[config.mk]
export PLATFORM = sky130hd
export DESIGN_NAME = shift_left_seq_flat
export DESIGN_NICKNAME = d
export VERILOG_FILES = /design/src/rtl/shift_left_seq_if.sv /design/src/rtl/shift_left_seq.sv /design/src/flat_wrapper.sv
export SDC_FILE = /design/constraint.sdc
export NUM_CORES = 1
export LEC_CHECK = 0
export ABC_AREA = 1
export CORE_MARGIN = 8
export CORE_UTILIZATION = 35
export DETAILED_ROUTE_END_ITERATION = 10
export GPL_TIMING_DRIVEN = 0
export PLACE_DENSITY = 0.67
export SKIP_LAST_GASP = 1
export SYNTH_ARGS = -nofsm -noshare
export SYNTH_HDL_FRONTEND = slang
export SYNTH_SLANG_ARGS = --single-unit
[constraint.sdc]
create_clock -name clk -period 2.9 [get_ports clk]
set_input_delay 0.29 -clock clk [delete_from_list [all_inputs] [get_ports clk]]
set_output_delay 0.29 -clock clk [all_outputs]
set_load 0.02 [all_outputs]
[src/rtl/shift_left_seq_if.sv]
// Request/result bundle for the sequential left shifter.
// The requester drives start/a/b; the shifter returns out/busy/done.
interface shift_left_seq_if #(
  parameter int N = 8
);
  logic         start;
  logic [N-1:0] a;
  logic [N-1:0] b;
  logic [N-1:0] out;
  logic         busy;
  logic         done;

  modport master (output start, a, b, input out, busy, done);
  modport slave  (input start, a, b, output out, busy, done);
endinterface

[src/rtl/shift_left_seq.sv]
// Multi-cycle log-stage left shifter: one power-of-two stage per clock, done pulse on completion.
// Define SHL_ROTATE_EN to rotate left by (b mod N) instead of shifting with zero fill.
module shift_left_seq #(
  parameter int N = 8
) (
  input  logic              clk,
  input  logic              rst,
  shift_left_seq_if.slave   bus
);
  localparam int L = $clog2(N);
  localparam logic [L-1:0] LAST_STAGE = L[L-1:0] - 1'b1;

  typedef enum logic [1:0] {IDLE, SHIFT, DONE} state_t;

  state_t       state_reg, state_next;
  logic [N-1:0] acc_reg, acc_next;
  logic [L-1:0] amt_reg, amt_next;
  logic [L-1:0] stage_reg, stage_next;
  logic [N-1:0] out_reg, out_next;

  // Candidate value for every stage; the active stage picks one below.
  logic [N-1:0] stage_val [L];
  logic [N-1:0] stage_sel;
  logic [N-1:0] acc_step;

  generate
    for (genvar gi = 0; gi < L; gi++) begin : g_stage
`ifdef SHL_ROTATE_EN
      assign stage_val[gi] = {acc_reg[N-1-(2**gi):0], acc_reg[N-1:N-(2**gi)]};
`else
      assign stage_val[gi] = acc_reg << (2**gi);
`endif
    end
  endgenerate

  always_comb begin
    stage_sel = acc_reg;
    for (int i = 0; i < L; i++) begin
      if (stage_reg == i[L-1:0]) stage_sel = stage_val[i];
    end
    acc_step = amt_reg[stage_reg] ? stage_sel : acc_reg;
  end

  always_ff @(posedge clk or posedge rst) begin
    if (rst) begin
      state_reg <= IDLE;
      acc_reg   <= '0;
      amt_reg   <= '0;
      stage_reg <= '0;
      out_reg   <= '0;
    end else begin
      state_reg <= state_next;
      acc_reg   <= acc_next;
      amt_reg   <= amt_next;
      stage_reg <= stage_next;
      out_reg   <= out_next;
    end
  end

  always_comb begin
    state_next = state_reg;
    acc_next   = acc_reg;
    amt_next   = amt_reg;
    stage_next = stage_reg;
    out_next   = out_reg;
    case (state_reg)
      IDLE: begin
        if (bus.start) begin
          acc_next   = bus.a;
          amt_next   = bus.b[L-1:0];
          stage_next = '0;
`ifdef SHL_ROTATE_EN
          state_next = SHIFT;
`else
          // Any amount >= N clears every bit, so skip the stages entirely.
          if (|bus.b[N-1:L]) begin
            out_next   = '0;
            state_next = DONE;
          end else begin
            state_next = SHIFT;
          end
`endif
        end
      end
      SHIFT: begin
        acc_next   = acc_step;
        stage_next = stage_reg + 1'b1;
        if (stage_reg == LAST_STAGE) begin
          out_next   = acc_step;
          state_next = DONE;
        end
      end
      DONE:    state_next = IDLE;
      default: state_next = IDLE;
    endcase
  end

  assign bus.out  = out_reg;
  assign bus.busy = (state_reg != IDLE);
  assign bus.done = (state_reg == DONE);
endmodule

[src/flat_wrapper.sv]
// flat-port wrapper written by rule: the top's interface ports become plain ports
module shift_left_seq_flat 
#(
  parameter int N = 8
)
  (clk, rst, bus_start, bus_a, bus_b, bus_out, bus_busy, bus_done);
  shift_left_seq_if #(.N(N)) bus_i ();
  input  logic clk;
  input  logic rst;
  input wire logic [$bits(bus_i.start)-1:0] bus_start;
  input wire logic [$bits(bus_i.a)-1:0] bus_a;
  input wire logic [$bits(bus_i.b)-1:0] bus_b;
  output wire logic [$bits(bus_i.out)-1:0] bus_out;
  output wire logic [$bits(bus_i.busy)-1:0] bus_busy;
  output wire logic [$bits(bus_i.done)-1:0] bus_done;
  assign bus_i.start = bus_start;
  assign bus_i.a = bus_a;
  assign bus_i.b = bus_b;
  assign bus_out = bus_i.out;
  assign bus_busy = bus_i.busy;
  assign bus_done = bus_i.done;
  shift_left_seq #(.N(N)) u_core (.clk(clk), .rst(rst), .bus(bus_i));
endmodule
==> summary.md, run 1 <==
| Metric | Value |
|---|---|
| Status | `finished, final reports clean` |
| Distinct cells, synth | `24` |
| XOR/XNOR Fraction of Synth Area | `0` |
| Period utilization | `0.635` |
| Main synth FF type | `dfrtp_1` |
| Ys async rst share | `1.00` |
| Syn nets | `217` |
| Vias per cell | `4.91` |
| Hold/Removal Path Class | `reg -> reg` |
| Critical path, cell by cell | `inv_2, nor2_1, clkdlybuf4s50_1` |
| Skew-Pair Late Insertion Delay | `0.28 ns` |
| Met2 GRT Util | `0.184` |
| Worst clock skew | `0.00340 ns` |
| Final Hold Viols | `0` |
| Worst path required time | `2.61 ns` |
| RSZ-0062 raised after global routing | `no` |
| Top Ports | `29` |
| Worst R2R Setup Slack | `1.16 ns` |
| Placer Congestion | `0.844` |
| Number of clock sinks | `24` |
| N_diodes | `0` |
| Global-route wire length before repair | `6.07 mm` |
| Yosys Warn Count | `0` |
| Final worst-path setup slack | `1.06 ns` |
| WL final | `3.44 mm` |
| Post-synthesis sequential area ratio | `0.411` |
| H-Tree Depth | `1` |
| Max-slew violations | `0` |
| Wire per inst | `12.4 um` |
| Least-Margin Pin Slew | `0.958 ns` |
| Worst setup EP type | `primary output` |
| CP bufs+invs | `2` |
| DRT Pass-1 Iters | `4` |
| Max Freq | `0.543 GHz` |
| Worst path max stage delay | `0.61 ns` |
| GRT busiest layer | `met2` |
| Worst slack, placed | `1.18 ns` |
| Placeable core region | `0.00400 mm^2` |
| Rows | `23` |
| Share of layout cells above drive strength 1 | `0.133` |
| # setup viols final | `0` |
| Cells after synthesis | `194` |
| Max transition margin | `0.361` |
| Slowest-stage cell, CP | `clkdlybuf4s50_1` |
| Setup crit start kind | `register` |
| Fin Setup TNS | `0 ns` |
| Post-DP HPWL | `2.61 mm` |
| DRC Markers | `0` |
| Largest delay share family, worst path | `buffers and inverters` |
| Netlist Area Pre-Place | `0.00146 mm^2` |
| CTS resizes | `0` |
| Area growth from synthesis to layout | `28.4%` |
| Avg Cell Area, Syn | `7.53 um^2` |
| Antenna violations before repair | `0` |
| DR vias | `1356` |
| Vias in the first global route | `1379` |
| Post-route ant nets | `0` |
| Largest family of logic cells by synthesized area | `simple AND/OR/NAND/NOR gates` |
| Largest net degree at the start of global routing | `25` |
| Nets@finish | `250` |
| Worst EP arrival | `1.55 ns` |
| Die W | `80.6 um` |
| Simple-gate area share of the yosys netlist | `0.340` |
| Critical path fanouts, max | `3` |
| Total GRT Usage | `0.116` |
| PortBufs | `28` |
| M1 GR Usage | `0.150` |
| Setup Buffers After CTS | `0` |
| Starting Density | `0.365` |
| Starting DRT DRC Count | `65` |
| Die Ht | `80.6 um` |
| Die area | `0.00649 mm^2` |
| Max-cap violations | `0` |
| Pleak | `0.890 nW` |
| Adder-Cell Fraction of Synth Area | `0.0343` |
| Final Power | `0.991 mW` |
| Gr ovfl total | `0` |
| Clk slew on worst S/H paths | `0.09 ns` |
| Hold buffers post-CTS | `0` |
| Max Root-Sink Buffers | `2` |
| Pwr Density | `528 mW/mm^2` |
| Met3 usage | `0.0234` |
| Compound-cell area share of the yosys netlist | `0.132` |
| Mux cell area share after synthesis | `0` |
| TritonCTS Buffers | `3` |
| TritonCTS clock tree | `built` |
| Kind of critical path | `reg -> out` |
| CTS Root Cell | `clkbuf_8` |
| Number of synthesized flops with an enable pin | `0` |
| Yosys reg bits | `24` |
| Tmin final | `1.84 ns` |
| Peak supply drop | `208 uV` |
==> through the flow <==
stage               instances  hold WS (ns)   util  cell area (um^2)
floorplan                 194         0.305      -              1460
global placement          272         0.463  0.451              1800
detailed placement        272         0.470  0.451              1800
CTS                       276         0.492  0.469              1870
global route              276         0.521  0.469              1870
finish                    276         0.485  0.469              1870
==> cell usage after synthesis (2+ instances only) <==
cell type,instances,area share
nor3_1,2,0.0069
a22oi_1,2,0.010
nor2_4,2,0.015
a21oi_2,2,0.012
nand2_4,2,0.015
nand2_2,5,0.021
a21oi_1,10,0.034
buf_6,2,0.015
ha_1,4,0.034
o21ai_2,2,0.012
o21ai_0,12,0.041
inv_2,6,0.015
nor2_1,13,0.033
nand3_1,17,0.058
dfrtp_1,24,0.41
o21ai_1,5,0.017
nand2_1,61,0.16
inv_1,17,0.044
==> layout make-up <==
cell class                 count  area (um^2)
buffer                         3         27.5
clock buffer                   3         41.3
clock inverter                 1         30.0
fill                         392         2130
inverter                      24         92.6
multi-input combinational    143          739
sequential                    24          601
tap                           50         62.6
timing repair buffer          28          280
==> tightest hold or removal path, cell delays in order (launching register included) <==
cell and delay, ns:
dfrtp_1 0.35, nand2_1 0.05, nand2_1 0.06
==> cells by family (layout without fill, tap and decap cells) <==
| group | after synthesis | count (layout) |
|---|---|---|
| flops | 24 | 24 |
| buf+inv | 27 | 59 |
| fa+ha+maj | 4 | 4 |
| simple gates | 105 | 105 |
| compound gates | 34 | 34 |
==> worst paths after layout <==
path                                                       from                       endpoint  cells after the start
worst min register to register    u_core.bus.out[7]$_DFFE_PP0P_  u_core.bus.out[7]$_DFFE_PP0P_                      2
worst min-delay path              u_core.bus.out[7]$_DFFE_PP0P_  u_core.bus.out[7]$_DFFE_PP0P_                      2
max in group asynchronous                                   rst  u_core.bus.out[6]$_DFFE_PP0P_                      2
min in group asynchronous                                   rst  u_core.acc_reg[3]$_DFFE_PP0P_                      2
worst max-delay path            u_core.state_reg[1]$_DFFE_PP0P_                       bus_done                      3
worst max register to register  u_core.stage_reg[0]$_DFFE_PP0P_  u_core.bus.out[0]$_DFFE_PP0P_                     10
==> layer usage <==
layer  vias to the layer above  share of wire  routed length, um
li1                        685              -                  -
met3                         7          0.056                191
met4                         0          0.017                 58
met1                       626           0.48               1630
met2                        38           0.45               1550
met5                         -              0                  0
==> cells in the final DEF, fill, tap and decap left out <==
cell type,n
o21ai_0,12
nor2_1,13
a22oi_1,2
o21ai_2,2
nand3_1,17
bufinv_16,1
clkdlybuf4s50_1,28
buf_2,1
o21ai_1,5
nand2_1,61
ha_1,4
inv_1,17
a21oi_2,2
nand2_2,5
nor2_8,1
nor3_1,2
dfrtp_1,24
buf_6,2
clkbuf_8,3
o211ai_1,1
a21oi_1,10
nand2_4,2
inv_2,6
inv_4,1
nand3_2,1
nor2_4,2
nand3_4,1
==> report_power, final <==
part	switching, mW	internal, mW
logic	0.166	0.113
registers	0.0346	0.372
clock network	0.120	0.185
total	0.320	0.670
(Power assumes the default switching activity.)
==> run 2, diff against run 1 <==
==> constraint.sdc (replaced) <==
create_clock -name clk -period 1.81 [get_ports clk]
set_input_delay 0.181 -clock clk [delete_from_list [all_inputs] [get_ports clk]]
set_output_delay 0.181 -clock clk [all_outputs]
set_load 0.02 [all_outputs]
==> summary.md, run 2 (synthesis results as in run 1) <==
| Metric | Value |
|---|---|
| Max Root-Sink Buffers | `2` |
| Worst slack, placed | `0.0929 ns` |
| Worst path required time | `1.63 ns` |
| Combinational share of power | `0.288` |
| Clock share of power | `0.304` |
| TritonCTS clock tree | `built` |
| Kind of critical path | `reg -> out` |
| WL final | `3.49 mm` |
| Area growth from synthesis to layout | `30.8%` |
| Die Ht | `80.6 um` |
| Reg power frac | `0.409` |
| Clk slew on worst S/H paths | `0.09 ns` |
| Tmin final | `1.67 ns` |
| Worst path max stage delay | `0.61 ns` |
| DRT Pass-1 Iters | `5` |
| DR vias | `1375` |
| Worst clock skew | `0.00164 ns` |
| Placeable core region | `0.00400 mm^2` |
| Most frequent cells in the layout | `nand2_1 (60), clkdlybuf4s50_1 (28), dfrtp_1 (23)` |
| Final worst-path setup slack | `0.141 ns` |
| Starting Density | `0.365` |
| Die area | `0.00649 mm^2` |
| Skew-Pair Late Insertion Delay | `0.27 ns` |
| Internal power | `1.08 mW` |
| Net Switching | `0.516 mW` |
| Least-Margin Pin Slew | `0.953 ns` |
| Antenna violations before repair | `0` |
| Peak supply drop | `337 uV` |
| Filler cell count | `393` |
| Worst EP arrival | `1.49 ns` |
| DP Area | `0.00180 mm^2` |
| Hold/Removal Path Class | `in -> async` |
| Gr ovfl total | `0` |
| Final Util | `0.477` |
| TritonCTS Buffers | `3` |
| # setup viols final | `0` |
| Die W | `80.6 um` |
| PortBufs | `28` |
| RSZ-0062 raised after global routing | `no` |
| Most common cell after layout, fill and taps aside | `nand2_1` |
| Worst R2R Setup Slack | `0.16 ns` |
| Starting DRT DRC Count | `100` |
| Design Area, Final | `0.00191 mm^2` |
| Worst setup EP type | `primary output` |
| Pwr Density | `836 mW/mm^2` |
| Post-route ant nets | `0` |
| Final Hold Viols | `0` |
| Total GRT Usage | `0.116` |
| Largest net degree at the start of global routing | `25` |
| Sw frac | `0.323` |
| Final Power | `1.60 mW` |
| Max-cap violations | `0` |
| Top Ports | `29` |
| Max Freq | `0.599 GHz` |
| Period utilization | `0.922` |
| Setup crit start kind | `register` |
| Share of layout cells above drive strength 1 | `0.162` |
| Number of clock sinks | `24` |
| Wire per inst | `12.5 um` |
| DRC Markers | `0` |
| Fin Setup TNS | `0 ns` |
| Global-route wire length before repair | `6.07 mm` |
| N_diodes | `0` |
| H-Tree Depth | `1` |
| Vias per cell | `4.93` |
| Critical path fanouts, max | `3` |
| Post-DP HPWL | `2.61 mm` |
| CTS Root Cell | `clkbuf_8` |
| Max-slew violations | `0` |
| Max transition margin | `0.364` |
| Vias in the first global route | `1379` |
| Pleak | `0.904 nW` |
| Nets@finish | `253` |
| Rows | `23` |
| Status | `finished, final reports clean` |
| Placer Congestion | `0.844` |
| Critical path, cell by cell | `inv_2, nor2_1, clkdlybuf4s50_1` |
| Slowest-stage cell, CP | `clkdlybuf4s50_1` |
-- run 2: cell count changes in the layout (fill, tap and decap cells not counted), sizes merged --
cell / before / now
buf: 3 / 6
-- run 2: critical path: cells and delay by family (launching register included) --
kind / cells / cell delay [ns]
DFF: 1 / 0.44
and+or+nand+nor: 1 / 0.09
buffers and inverters: 2 / 0.68
-- run 2: final timing paths --
kind                                                       from                              end  cells past startpoint
worst min-delay path                                        rst    u_core.acc_reg[7]$_DFFE_PP0P_                      2
max in group asynchronous                                   rst  u_core.state_reg[1]$_DFFE_PP0P_                      2
min in group clk                                       bus_b[0]    u_core.amt_reg[0]$_DFFE_PP0P_                      3
worst max-delay path            u_core.state_reg[1]$_DFFE_PP0P_                         bus_done                      3
worst min register to register    u_core.bus.out[7]$_DFFE_PP0P_    u_core.bus.out[7]$_DFFE_PP0P_                      2
worst max register to register  u_core.stage_reg[0]$_DFFE_PP0P_    u_core.bus.out[0]$_DFFE_PP0P_                     10
-- run 2: per-stage QoR --
stage                     hold WS [ns]  std cells
final                            0.413        279
after global placement           0.463        272
after floorplan                  0.196        194
after CTS                        0.431        276
after detailed placement         0.470        272
after global routing             0.453        279
-- run 2: power by group through the flow --
stage | registers [mW] | logic (mW) | clock network, mW
after floorplan | 0.655 | 0.312 | 0
after global placement | 0.660 | 0.441 | 0
after detailed placement | 0.661 | 0.446 | 0
after CTS | 0.651 | 0.451 | 0.494
after global routing | 0.662 | 0.526 | 0.510
final | 0.653 | 0.459 | 0.485
-- run 2: what timing repair did --
action | in CTS | in global routing
hold buffers | 0 | 0
buffers inserted | 0 | 3
resized for setup | 0 | 4
endpoints found under the setup margin | 0 | 9
hold endpoints to repair | 0 | 0
-- run 2: layout make-up --
type                    instances  area [um^2]  area share
clock buffers                   3         41.3      0.0216
well taps                      50         62.6      0.0328
multi-input cells             143          751       0.393
inverters                      24         92.6      0.0485
repair buffers                 31          303       0.159
flip-flops and latches         24          602       0.315
clock inverters                 1         30.0      0.0157
plain buffers                   3         27.5      0.0144
-- run 2: per-layer routing --
metal / GRT usage / part of all wire
met1: 0.150 / 0.45
met5: 0 / 0
met4: 0.0436 / 0.017
met2: 0.184 / 0.47
met3: 0.0234 / 0.060
==> run 3, diff against run 2 <==
--- a/config.mk
+++ b/config.mk
@@ -10,6 +10,7 @@
 export CORE_UTILIZATION = 35
 export DETAILED_ROUTE_END_ITERATION = 10
 export GPL_TIMING_DRIVEN = 0
+export HOLD_SLACK_MARGIN = 0.06
 export PLACE_DENSITY = 0.67
 export SKIP_LAST_GASP = 1
 export SYNTH_ARGS = -nofsm -noshare
==> results of run 3 <==
Final layout, timing and power as in run 2 (identical DEF).
==> patch (config.mk and constraints of run 1) <==
`N` is set to 8 in 3 places; all go to 16.
--- a/src/rtl/shift_left_seq_if.sv
+++ b/src/rtl/shift_left_seq_if.sv
@@ -3,3 +3,3 @@
 interface shift_left_seq_if #(
-  parameter int N = 8
+  parameter int N = 16
 );
--- a/src/rtl/shift_left_seq.sv
+++ b/src/rtl/shift_left_seq.sv
@@ -3,3 +3,3 @@
 module shift_left_seq #(
-  parameter int N = 8
+  parameter int N = 16
 ) (
--- a/src/flat_wrapper.sv
+++ b/src/flat_wrapper.sv
@@ -3,3 +3,3 @@
 #(
-  parameter int N = 8
+  parameter int N = 16
 )
Interface: changed (resized bus_a, bus_b and bus_out); port bits go from 29 to 53. The function was not compared with the original's and may differ.
==> patch against run 1 <==
Sequential cell count rose by 18. Final area rose by 96%. Worst setup slack lost 0.10 ns. Via count rose by 110%. Routed wire length rose to 2.5 times the old value. Critical path depth grew 6. Total power up 60%. Final cell count is 110% higher. Global-route usage increased by 4.2 points. Synthesized area grew 95%. Largest cell class unchanged.
==> patch: results (changes against run 1) <==
[status]
status=completed

[synth]
yosys-top-cells-count=nand2_1, inv_1, dfrtp_1, nand3_1, o21ai_0
synth.distinct_cells=29  ; +21%
seq_area_frac_synth_pct=36.86  ; -4.3 points
synth_area_leaders=dfrtp_1, nand2_1, inv_1

[placed_design]
place_ws_ns=0.9655  ; -0.2175 ns
place.gp.congestion=0.9465  ; +12%
hpwl_um=6676  ; +160%
place_inst=562  ; +110%

[cts]
numCtsBuffers=5  ; +2

[worst_setup_path]
reg2reg_depth=9  ; -1
cp.arrival_ns=2.17  ; +0.62 ns
r2r_slack_ns=0.96  ; -0.20 ns
crit_family=simple AND/OR/NAND/NOR gates
critPathMaxFanout=10  ; +7
timing.rr.end=u_core.acc_reg[9]$_DFFE_PP0P_
cpMaxStageDelayCell=buf_1
max_stage_delay_ns=0.48  ; -0.13 ns

[drt]
wl_um=8701  ; +150%
viasPerCell=5.033  ; +2.4%
met1_length_um=4022  ; +150%
first_pass_iters=5  ; +1
first_iter_violations=225  ; +250%
routedWlPerCell_um=15.26  ; +23%
met2_wirelength_um=4054  ; +160%

[global_route]
track_usage_pct=15.80  ; +4.2 points
use_met2_pct=25.07  ; +6.7 points
grt_use_met3_pct=2.359  ; +0.016 points
grt_pass1_wl_um=14440  ; +140%
grt_max_degree=34  ; +36%
grt_pass1_vias=2828  ; +110%

[sta]
fin_skew_ns=0.01096  ; +0.007569 ns
tightest_slew_ns=0.5944  ; -0.3632 ns
period_minus_slack_ns=1.944  ; +0.1019 ns
hold_slack_ns=0.2204  ; -0.2645 ns

[cells_and_area]
final_area_um2=3666  ; +96%
layout-drive-gt1-share_pct=13.76  ; +0.49 points
fillCellCount=831  ; +110%

[worst_hold_path]
worst_hold_path_type=in -> async

[power_and_ir_drop]
p_leak_nw=1.773  ; +99%

[patch: worst max path at each step]
stage / startpoint / end / slack (ns) / cells after the start
floorplan: u_core.stage_reg[0]$_DFFE_PP0P_ / u_core.acc_reg[14]$_DFFE_PP0P_ / 1.31 / 12
global placement: rst / u_core.acc_reg[9]$_DFFE_PP0P_ / 0.71 / 2
detailed placement: bus_start / u_core.acc_reg[4]$_DFFE_PP0P_ / 0.97 / 7
CTS: u_core.stage_reg[0]$_DFFE_PP0P_ / u_core.acc_reg[1]$_DFFE_PP0P_ / 0.98 / 7
global route: u_core.stage_reg[0]$_DFFE_PP0P_ / u_core.bus.out[4]$_DFFE_PP0P_ / 0.78 / 9
finish: u_core.stage_reg[0]$_DFFE_PP0P_ / u_core.acc_reg[9]$_DFFE_PP0P_ / 0.96 / 9
[patch: cell type report]
| cell class | count | area share [%] |
|---|---|---|
| multi-input cells | 292 | 40.48 |
| repair buffers | 53 | 14.74 |
| plain buffers | 18 | 3.311 |
| clock buffers | 6 | 2.253 |
| flip-flops and latches | 42 | 28.67 |
| inverters | 52 | 5.324 |
| clock inverters | 2 | 1.638 |
| well taps | 105 | 3.584 |
[patch: report_power, final]
part	internal, W	total (W)	switching (W)
sequential	0.000624	0.000657	0.0000332
combinational	0.000142	0.000348	0.000206
clock	0.000367	0.000580	0.000212
total	0.00113	0.00158	0.000451
[patch: kinds of logic (layout without fill, tap and decap cells)]
kind of cell	Yosys count	in the layout	synth area share [%]
buffers and inverters	70	131	11.10
AOI/OAI and AO/OA	85	85	18.30
adders and majority gates	4	4	1.755
and+or+nand+nor	198	198	30.06
muxes	5	5	1.931
DFF	42	42	36.86
